==> src/rtl/inst_fetch_if.sv <==
// Instruction-memory front end for the fetch stage: issues PC requests to an
// in-order, variable-latency memory, returns instructions in order and drops stale ones after a redirect.
module inst_fetch_if #(
    parameter int MAX_OUTST = 2,
    parameter int CW        = 3
) (
    input  logic        clk,
    input  logic        reset,
    input  logic        req,
    input  logic [31:0] inst_add,
    input  logic        flush,
    output logic        inst_rready,
    output logic        vinst,
    output logic [31:0] inst,
    output logic        mem_req,
    output logic [31:0] mem_add,
    input  logic        mem_gnt,
    input  logic        mem_rvalid,
    input  logic [31:0] mem_rdata
);
    localparam logic [CW-1:0] MAX_C = CW'(MAX_OUTST);

    if (MAX_OUTST < 1 || MAX_OUTST > 7 || MAX_OUTST >= (1 << CW)) begin : g_bad_param
        $error("inst_fetch_if: MAX_OUTST out of range for CW");
    end

    logic [CW-1:0] r_outst;
    logic [CW-1:0] r_drop;
    logic          r_pend_v;
    logic [31:0]   r_pend_add;

    logic          w_slot_free;
    logic          w_cand_v;
    logic          w_cand_from_req;
    logic [31:0]   w_cand_add;
    logic          w_issue;
    logic          w_consume;
    logic [CW-1:0] w_issue_c;
    logic [CW-1:0] w_consume_c;
    logic [CW-1:0] w_outst_next;
    logic [CW-1:0] w_drop_next;

    assign w_slot_free = (r_outst < MAX_C);
    assign inst_rready = !reset && !r_pend_v && w_slot_free;

    // A redirect target overrides (and discards) whatever sits in the skid register.
    always_comb begin
        w_cand_v        = 1'b0;
        w_cand_from_req = 1'b0;
        w_cand_add      = 32'd0;
        if (flush && req) begin
            w_cand_v        = 1'b1;
            w_cand_from_req = 1'b1;
            w_cand_add      = inst_add;
        end else if (r_pend_v) begin
            w_cand_v        = 1'b1;
            w_cand_add      = r_pend_add;
        end else if (req) begin
            w_cand_v        = 1'b1;
            w_cand_from_req = 1'b1;
            w_cand_add      = inst_add;
        end
    end

    assign mem_req     = !reset && w_cand_v && (w_slot_free || mem_rvalid);
    assign mem_add     = {w_cand_add[31:2], 2'b00};
    assign w_issue     = mem_req && mem_gnt;
    assign w_consume   = mem_rvalid && (r_outst != '0);
    assign w_issue_c   = {{(CW-1){1'b0}}, w_issue};
    assign w_consume_c = {{(CW-1){1'b0}}, w_consume};

    assign vinst = !reset && w_consume && (r_drop == '0) && !flush;
    assign inst  = vinst ? mem_rdata : 32'd0;

    assign w_outst_next = r_outst + w_issue_c - w_consume_c;

    // On redirect every surviving in-flight entry becomes stale; the new target is excluded.
    always_comb begin
        if (flush) begin
            w_drop_next = r_outst - w_consume_c;
        end else if (w_consume && (r_drop != '0)) begin
            w_drop_next = r_drop - {{(CW-1){1'b0}}, 1'b1};
        end else begin
            w_drop_next = r_drop;
        end
    end

    always_ff @(posedge clk) begin
        if (reset) begin
            r_outst    <= '0;
            r_drop     <= '0;
            r_pend_v   <= 1'b0;
            r_pend_add <= 32'd0;
        end else begin
            r_outst <= w_outst_next;
            r_drop  <= w_drop_next;
            if (w_cand_from_req && !w_issue) begin
                r_pend_v   <= 1'b1;
                r_pend_add <= inst_add;
            end else if (w_issue) begin
                r_pend_v   <= 1'b0;
            end
        end
    end

    a_drop_le_outst: assert property (@(posedge clk) disable iff (reset) r_drop <= r_outst);

endmodule
==> config.mk <==
export PLATFORM = sky130hd
export DESIGN_NAME = inst_fetch_if
export DESIGN_NICKNAME = d
export VERILOG_FILES = /design/src/rtl/inst_fetch_if.sv
export SDC_FILE = /design/constraint.sdc
export NUM_CORES = 1
export LEC_CHECK = 0
export ABC_AREA = 1
export BUFFER_PORTS_ARGS = -buffer_cell sky130_fd_sc_hd__buf_2
export CAP_MARGIN = 20
export CORE_ASPECT_RATIO = 1.1
export CORE_MARGIN = 4
export CORE_UTILIZATION = 50
export CTS_CLUSTER_DIAMETER = 100
export CTS_CLUSTER_SIZE = 10
export DETAILED_ROUTE_END_ITERATION = 8
export PLACE_DENSITY = 0.88
export SLEW_MARGIN = 30
export SYNTH_ARGS = -nofsm -noshare
export SYNTH_HDL_FRONTEND = slang
export SYNTH_SLANG_ARGS = --single-unit
==> constraint.sdc <==
create_clock -name clk -period 6.1 [get_ports clk]
set_input_delay 1.525 -clock clk [delete_from_list [all_inputs] [get_ports clk]]
set_output_delay 1.525 -clock clk [all_outputs]
set_load 0.005 [all_outputs]
==> run summary, run 1 <==
status - finished, final reports clean
cell taking the most area after synthesis - dfxtp_1
skew final - 0.00975 ns
Worst setup endpoint - inst[1]
Highest Clock Rate - 0.221 GHz
Worst-Margin Slew - 0.948 ns
critical path launch point type - input pin
Starting Density - 52.4%
proportion of layout cells with a drive suffix above 1 - 36.2%
hold_ws - 0.484 ns
routed vias - 2865
first-pass GRT wire length - 10900 um
Placement Cell Area - 0.00325 mm^2
Seq/Total Area, Yosys - 27.7%
Post-DP HPWL - 4800 um
CTS tree - done
drt drc - 0
CTS Buf Count - 5
maximum root-to-sink buffer count - 2
Area Growth Syn to Fin - 25.9%
Die ar. - 0.00658 mm^2
CTS resizes - 0
num rows - 27
met1 Track Usage GR - 21.7%
Post-CTS Setup Bufs - 0
GR Layer Usage met3 - 4.72%
H-tree depth - 2
Port Buf Inserts - 132
Unique masters post-synth - 25
final setup TNS - 0 ns
core area - 0.00510 mm^2
boundary pin count - 137
largest net degree at the start of global routing - 62
Yosys reg bits - 37
nets - 574
initial antenna violation count - 0
GR peak layer - met2
Root Buffer - clkbuf_8
Tcrit/Tclk final - 74.1%
clk_lat worst skew - 0.29 ns
Worst-path clk slew - 0.07 ns
worst hold-check path type - flop to flop
dominant cells by area after synthesis - dfxtp_1, nor3b_2, nand3_1
Crit Path Max Fanout - 34
post-route ant nets - 0
Routability Congestion - 0.796
max cap viols - 0
Final Hold Viols - 0
reg-to-reg setup timing slack - 3.25 ns
Crit. Startpoint - reset
RSZ-0062 raised after global routing - no
pwr dens - 255 mW/mm^2
CP Capture Type - primary output
cell count of the worst reg-to-reg path - 10
Global Route met2 Usage - 37.6%
post-route cell area - 0.00337 mm^2
Total Routing Usage GR - 19.8%
ANT cells - 0
routed wire length - 6740 um
WL/cell - 11.8 um
VDD IR max - 0.144 mV
leakage power - 0.00176 uW
Ys Warns - 0
hold buffer count at cts - 0
fin. max-slew vios - 0
DR vias/cell - 5.04
crit path DAT - 3.00 ns
mean post-synth cell area - 6.93 um^2
post-synth top area share - 27.7%
hold_sp - r_pend_add[8]$_SDFFE_PP0P_
Die Span Y - 84.7 um
chip width - 77.7 um
min cycle time layout - 4.52 ns
GRT overflow - 0
CP Data Required Time - 4.58 ns
Cell Area, Synth - 0.00267 mm^2
setup violators final - 0
drt initial violations - 170
total clock sinks - 37
Slew Limit Headroom - 36.7%
RR Endpoint - r_outst[2]$_SDFF_PP0_
DR pass1 iterations - 5
vias in the first global route - 2522
FF-to-FF Start - r_pend_v$_SDFFE_PP0P_
Cells after Synth - 386
critical path class - input pin to primary output
## how the worst min path moves through the flow
stage | end | slack (ns) | cells past startpoint
floorplan | r_pend_add[24]$_SDFFE_PP0P_ | 0.45 | 2
global placement | r_pend_add[18]$_SDFFE_PP0P_ | 0.46 | 2
detailed placement | r_pend_add[26]$_SDFFE_PP0P_ | 0.47 | 2
CTS | r_pend_add[26]$_SDFFE_PP0P_ | 0.49 | 2
global route | r_pend_add[25]$_SDFFE_PP0P_ | 0.52 | 2
finish | r_pend_add[8]$_SDFFE_PP0P_ | 0.48 | 2
## cell usage in the layout (no fill, tap or decap)
cell type  instances
a21oi_1           33
buf_2            132
buf_4              3
bufinv_16          1
clkbuf_1           1
clkbuf_8           6
conb_1             2
dfxtp_1           37
fa_1               1
ha_1               7
inv_1             46
inv_2              3
nand2_1           47
nand2_2            2
nand3_1           64
nand3_4            1
nand4_2            1
nor2_1            43
nor2_2             1
nor2_4             1
nor3_1             1
nor3b_1            3
nor3b_2           29
o21ai_0           31
xor2_1             1
## per-layer routing
| metal | part of all wire (%) | routed length [um] |
|---|---|---|
| met2 | 51 | 3420 |
| met4 | 1.0 | 69 |
| met1 | 39 | 2650 |
| met5 | 0 | 0 |
| met3 | 9.0 | 605 |
## registers in the layout (all words and copies together) (netlist names)
register and count:
r_pend_v 1, r_outst 3, r_pend_add 30, r_drop 3
## per-stage QoR
stage                     power (uW)  worst slack (ns)  cells  util (%)
final                            860              1.58    569      66.0
after global routing             936              1.44    569      66.0
after CTS                        867              1.56    569      66.0
after detailed placement         652              1.56    561      63.7
after global placement           634              1.59    561      63.7
after floorplan                  568              2.42    387         -
## kinds of logic after synthesis
logic type               after synthesis  share of synthesized area (%)
XOR/XNOR                               1                          0.328
other                                  1                          0.140
buffers and inverters                 82                           14.5
flip-flops                            37                           27.7
AND/OR/NAND/NOR                      193                           41.4
AO/OA/AOI/OAI                         64                           12.0
adder cells (fa/ha/maj)                8                           4.02
## synthesized netlist by cell type
library cell	n
nor2_1	43
nor3b_1	3
buf_1	1
buf_2	6
inv_1	46
inv_2	3
nand2_2	1
o21ai_0	31
xor2_1	1
fa_1	1
nand3_1	64
dfxtp_1	37
nor3_1	1
buf_6	2
nor3b_2	29
ha_1	7
clkbuf_1	9
nor2_4	1
nand2_1	48
conb_1	1
nand4_2	1
nor2_2	1
nand3_4	1
a21oi_1	33
buf_4	15
## critical path: stages
cell and delay [ns]:
buf_2 0.15, inv_2 0.45, nand4_2 0.15, buf_4 0.30, nor3b_1 0.24, buf_2 0.15
## area by class of cell
cell class                      count  area (um^2)
Fill cell                         446         1730
Multi-Input combinational cell    268         1550
Sequential cell                    37          741
Timing Repair Buffer              135          683
Inverter                           49          184
Tap cell                           72         90.1
Clock buffer                        7         86.3
Clock inverter                      1         30.0
## report_power, final
part	leakage (uW)	internal (uW)	switching (uW)	total [uW]
registers	0.000307	278	18.3	296
clock network	0.0000585	133	83.9	217
logic	0.00140	131	215	347
No activity file was read; power rests on OpenSTA's default activity.
==> run 2, diff against run 1 <==
--- a/config.mk
+++ b/config.mk
@@ -10,11 +10,11 @@
 export CAP_MARGIN = 20
 export CORE_ASPECT_RATIO = 1.1
 export CORE_MARGIN = 4
-export CORE_UTILIZATION = 50
+export CORE_UTILIZATION = 42
 export CTS_CLUSTER_DIAMETER = 100
 export CTS_CLUSTER_SIZE = 10
 export DETAILED_ROUTE_END_ITERATION = 8
-export PLACE_DENSITY = 0.88
+export PLACE_DENSITY = 0.79
 export SLEW_MARGIN = 30
 export SYNTH_ARGS = -nofsm -noshare
 export SYNTH_HDL_FRONTEND = slang
==> constraint.sdc (replaced) <==
create_clock -name clk -period 3.92 [get_ports clk]
set_input_delay 0.98 -clock clk [delete_from_list [all_inputs] [get_ports clk]]
set_output_delay 0.98 -clock clk [all_outputs]
set_load 0.005 [all_outputs]
==> run summary, run 2 (synthesis results as in run 1) <==
routed vias - 2902 (was 2865)
nets - 578 (was 574)
clk_lat worst skew - 0.29 ns (about the same)
Starting Density - 43.2% (was 52.4%)
FILL cells - 610 (was 446)
Worst-path clk slew - 0.07 ns (about the same)
Global Route met2 Usage - 33.1% (was 37.6%)
Root Buffer - clkbuf_8 (unchanged)
Crit Path Max Fanout - 31 (was 34)
num rows - 30 (was 27)
CTS resizes - 0 (unchanged)
initial antenna violation count - 1 (was 0)
post-route ant nets - 0 (unchanged)
drt drc - 0 (unchanged)
routed wire length - 7170 um (was 6740 um)
Die Span Y - 91.7 um (was 84.7 um)
RSZ-0062 raised after global routing - no (unchanged)
crit path DAT - 2.14 ns (was 3.00 ns)
CP Capture Type - primary output (unchanged)
GRT overflow - 0 (unchanged)
hold buffer count at cts - 0 (unchanged)
total clock sinks - 37 (unchanged)
Post-CTS Setup Bufs - 0 (unchanged)
hold_sp - r_drop[1]$_SDFFE_PP0P_ (was r_pend_add[8]$_SDFFE_PP0P_)
max reg flops - 30 (unchanged)
Port Buf Inserts - 132 (unchanged)
H-tree depth - 2 (unchanged)
VDD IR max - 0.222 mV (was 0.144 mV)
Die ar. - 0.00771 mm^2 (was 0.00658 mm^2)
GR peak layer - met2 (unchanged)
Total Routing Usage GR - 18.2% (was 19.8%)
min cycle time layout - 3.12 ns
pwr dens - 377 mW/mm^2 (was 255 mW/mm^2)
boundary pin count - 137 (unchanged)
Post-DP HPWL - 5150 um (was 4800 um)
CTS Buf Count - 5 (unchanged)
setup violators final - 0 (unchanged)
reg-to-reg setup timing slack - 1.63 ns (was 3.25 ns)
max cap viols - 0 (unchanged)
chip width - 84.1 um (was 77.7 um)
met1 Track Usage GR - 20.4% (was 21.7%)
Tcrit/Tclk final - 79.5%
Final Hold Viols - 0 (unchanged)
hold path depth - 2 (unchanged)
fin. max-slew vios - 0 (unchanged)
critical path class - input pin to primary output (unchanged)
cell count of the worst reg-to-reg path - 10 (unchanged)
Routability Congestion - 0.730 (was 0.796)
most frequent cells in the layout - buf_2, nand3_1, nand2_1, inv_1, nor2_1 (unchanged)
Worst setup endpoint - mem_add[19] (was inst[1])
CTS tree - done (unchanged)
RR Endpoint - r_outst[2]$_SDFF_PP0_ (unchanged)
core area - 0.00619 mm^2 (was 0.00510 mm^2)
status - finished, final reports clean (unchanged)
skew final - 0.00669 ns (was 0.00975 ns)
first-pass GRT wire length - 11800 um (was 10900 um)
proportion of layout cells with a drive suffix above 1 - 36.5% (was 36.2%)
DR pass1 iterations - 4 (was 5)
CP Data Required Time - 2.94 ns (was 4.58 ns)
vias in the first global route - 2683 (was 2522)
Area Growth Syn to Fin - 26.5% (was 25.9%)
drt initial violations - 173 (was 170)
leakage power - 0.00177 uW (was 0.00176 uW)
ANT cells - 0 (unchanged)
Largest regs - r_pend_add (30), r_drop (3), r_outst (3) (unchanged)
Highest Clock Rate - 0.321 GHz
Slew Limit Headroom - 36.3% (was 36.7%)
critical path launch point type - input pin (unchanged)
worst hold-check path type - flop to flop (unchanged)
hold_ws - 0.484 ns (about the same)
Worst-Margin Slew - 0.954 ns (was 0.948 ns)
WL/cell - 12.3 um (was 11.8 um)
final setup TNS - 0 ns (unchanged)
FF-to-FF Start - r_outst[2]$_SDFF_PP0_ (was r_pend_v$_SDFFE_PP0P_)
GR Layer Usage met3 - 5.48% (was 4.72%)
largest net degree at the start of global routing - 61 (was 62)
register name with the most flops - r_pend_add (unchanged)
commonest non-fill, non-tap cell in the layout - buf_2 (unchanged)
Crit. Startpoint - flush (was reset)
maximum root-to-sink buffer count - 2 (unchanged)
DR vias/cell - 4.99 (was 5.04)
==> run 2: worst max-delay path, cell delays in order <==
cell and delay, ns:
buf_2 0.13, inv_2 0.09, nand2_1 0.08, nand2_2 0.30, o21ai_0 0.37, buf_2 0.17
==> run 2: metal layers <==
metal / up-vias / part of all wire (%)
met5: - / 0.28
met1: 1286 / 41
li1: 1476 / -
met3: 8 / 10
met4: 2 / 0.98
met2: 130 / 48
==> run 2: where the power goes <==
group / internal, uW / switching [uW] / leakage (uW)
sequential: 432 / 28.0 / 0.000307
clock: 123 / 134 / 0.0000450
combinational: 214 / 343 / 0.00142
==> run 2: layout make-up <==
cell class	count	area, um^2	area share [%]
Timing Repair Buffer	139	726	21.4
Clock buffer	6	72.6	2.14
Sequential cell	37	741	21.9
Tap cell	80	100	2.96
Clock inverter	2	10.0	0.296
Multi-Input combinational cell	268	1550	45.8
Inverter	49	184	5.44
==> run 2: how the worst min path moves through the flow <==
| stage | to | slack (ns) |
|---|---|---|
| after CTS | r_drop[1]$_SDFFE_PP0P_ | 0.49 |
| final | r_drop[1]$_SDFFE_PP0P_ | 0.48 |
| after floorplan | r_pend_add[24]$_SDFFE_PP0P_ | 0.45 |
| after detailed placement | r_pend_add[10]$_SDFFE_PP0P_ | 0.47 |
| after global placement | r_pend_add[22]$_SDFFE_PP0P_ | 0.46 |
| after global routing | r_pend_add[18]$_SDFFE_PP0P_ | 0.52 |
==> run 2: per-stage QoR <==
step	instances	worst slack (ns)	utilization [%]	cell area, um^2	power [uW]
3_5_place_dp	573	0.811	53.3	3300	1030
4_1_cts	581	0.802	54.6	3380	1290
3_3_place_gp	573	0.816	53.3	3300	1000
6_report	581	0.802	54.6	3380	1270
5_1_grt	581	0.720	54.6	3380	1380
2_1_floorplan	387	1.30	-	2680	884
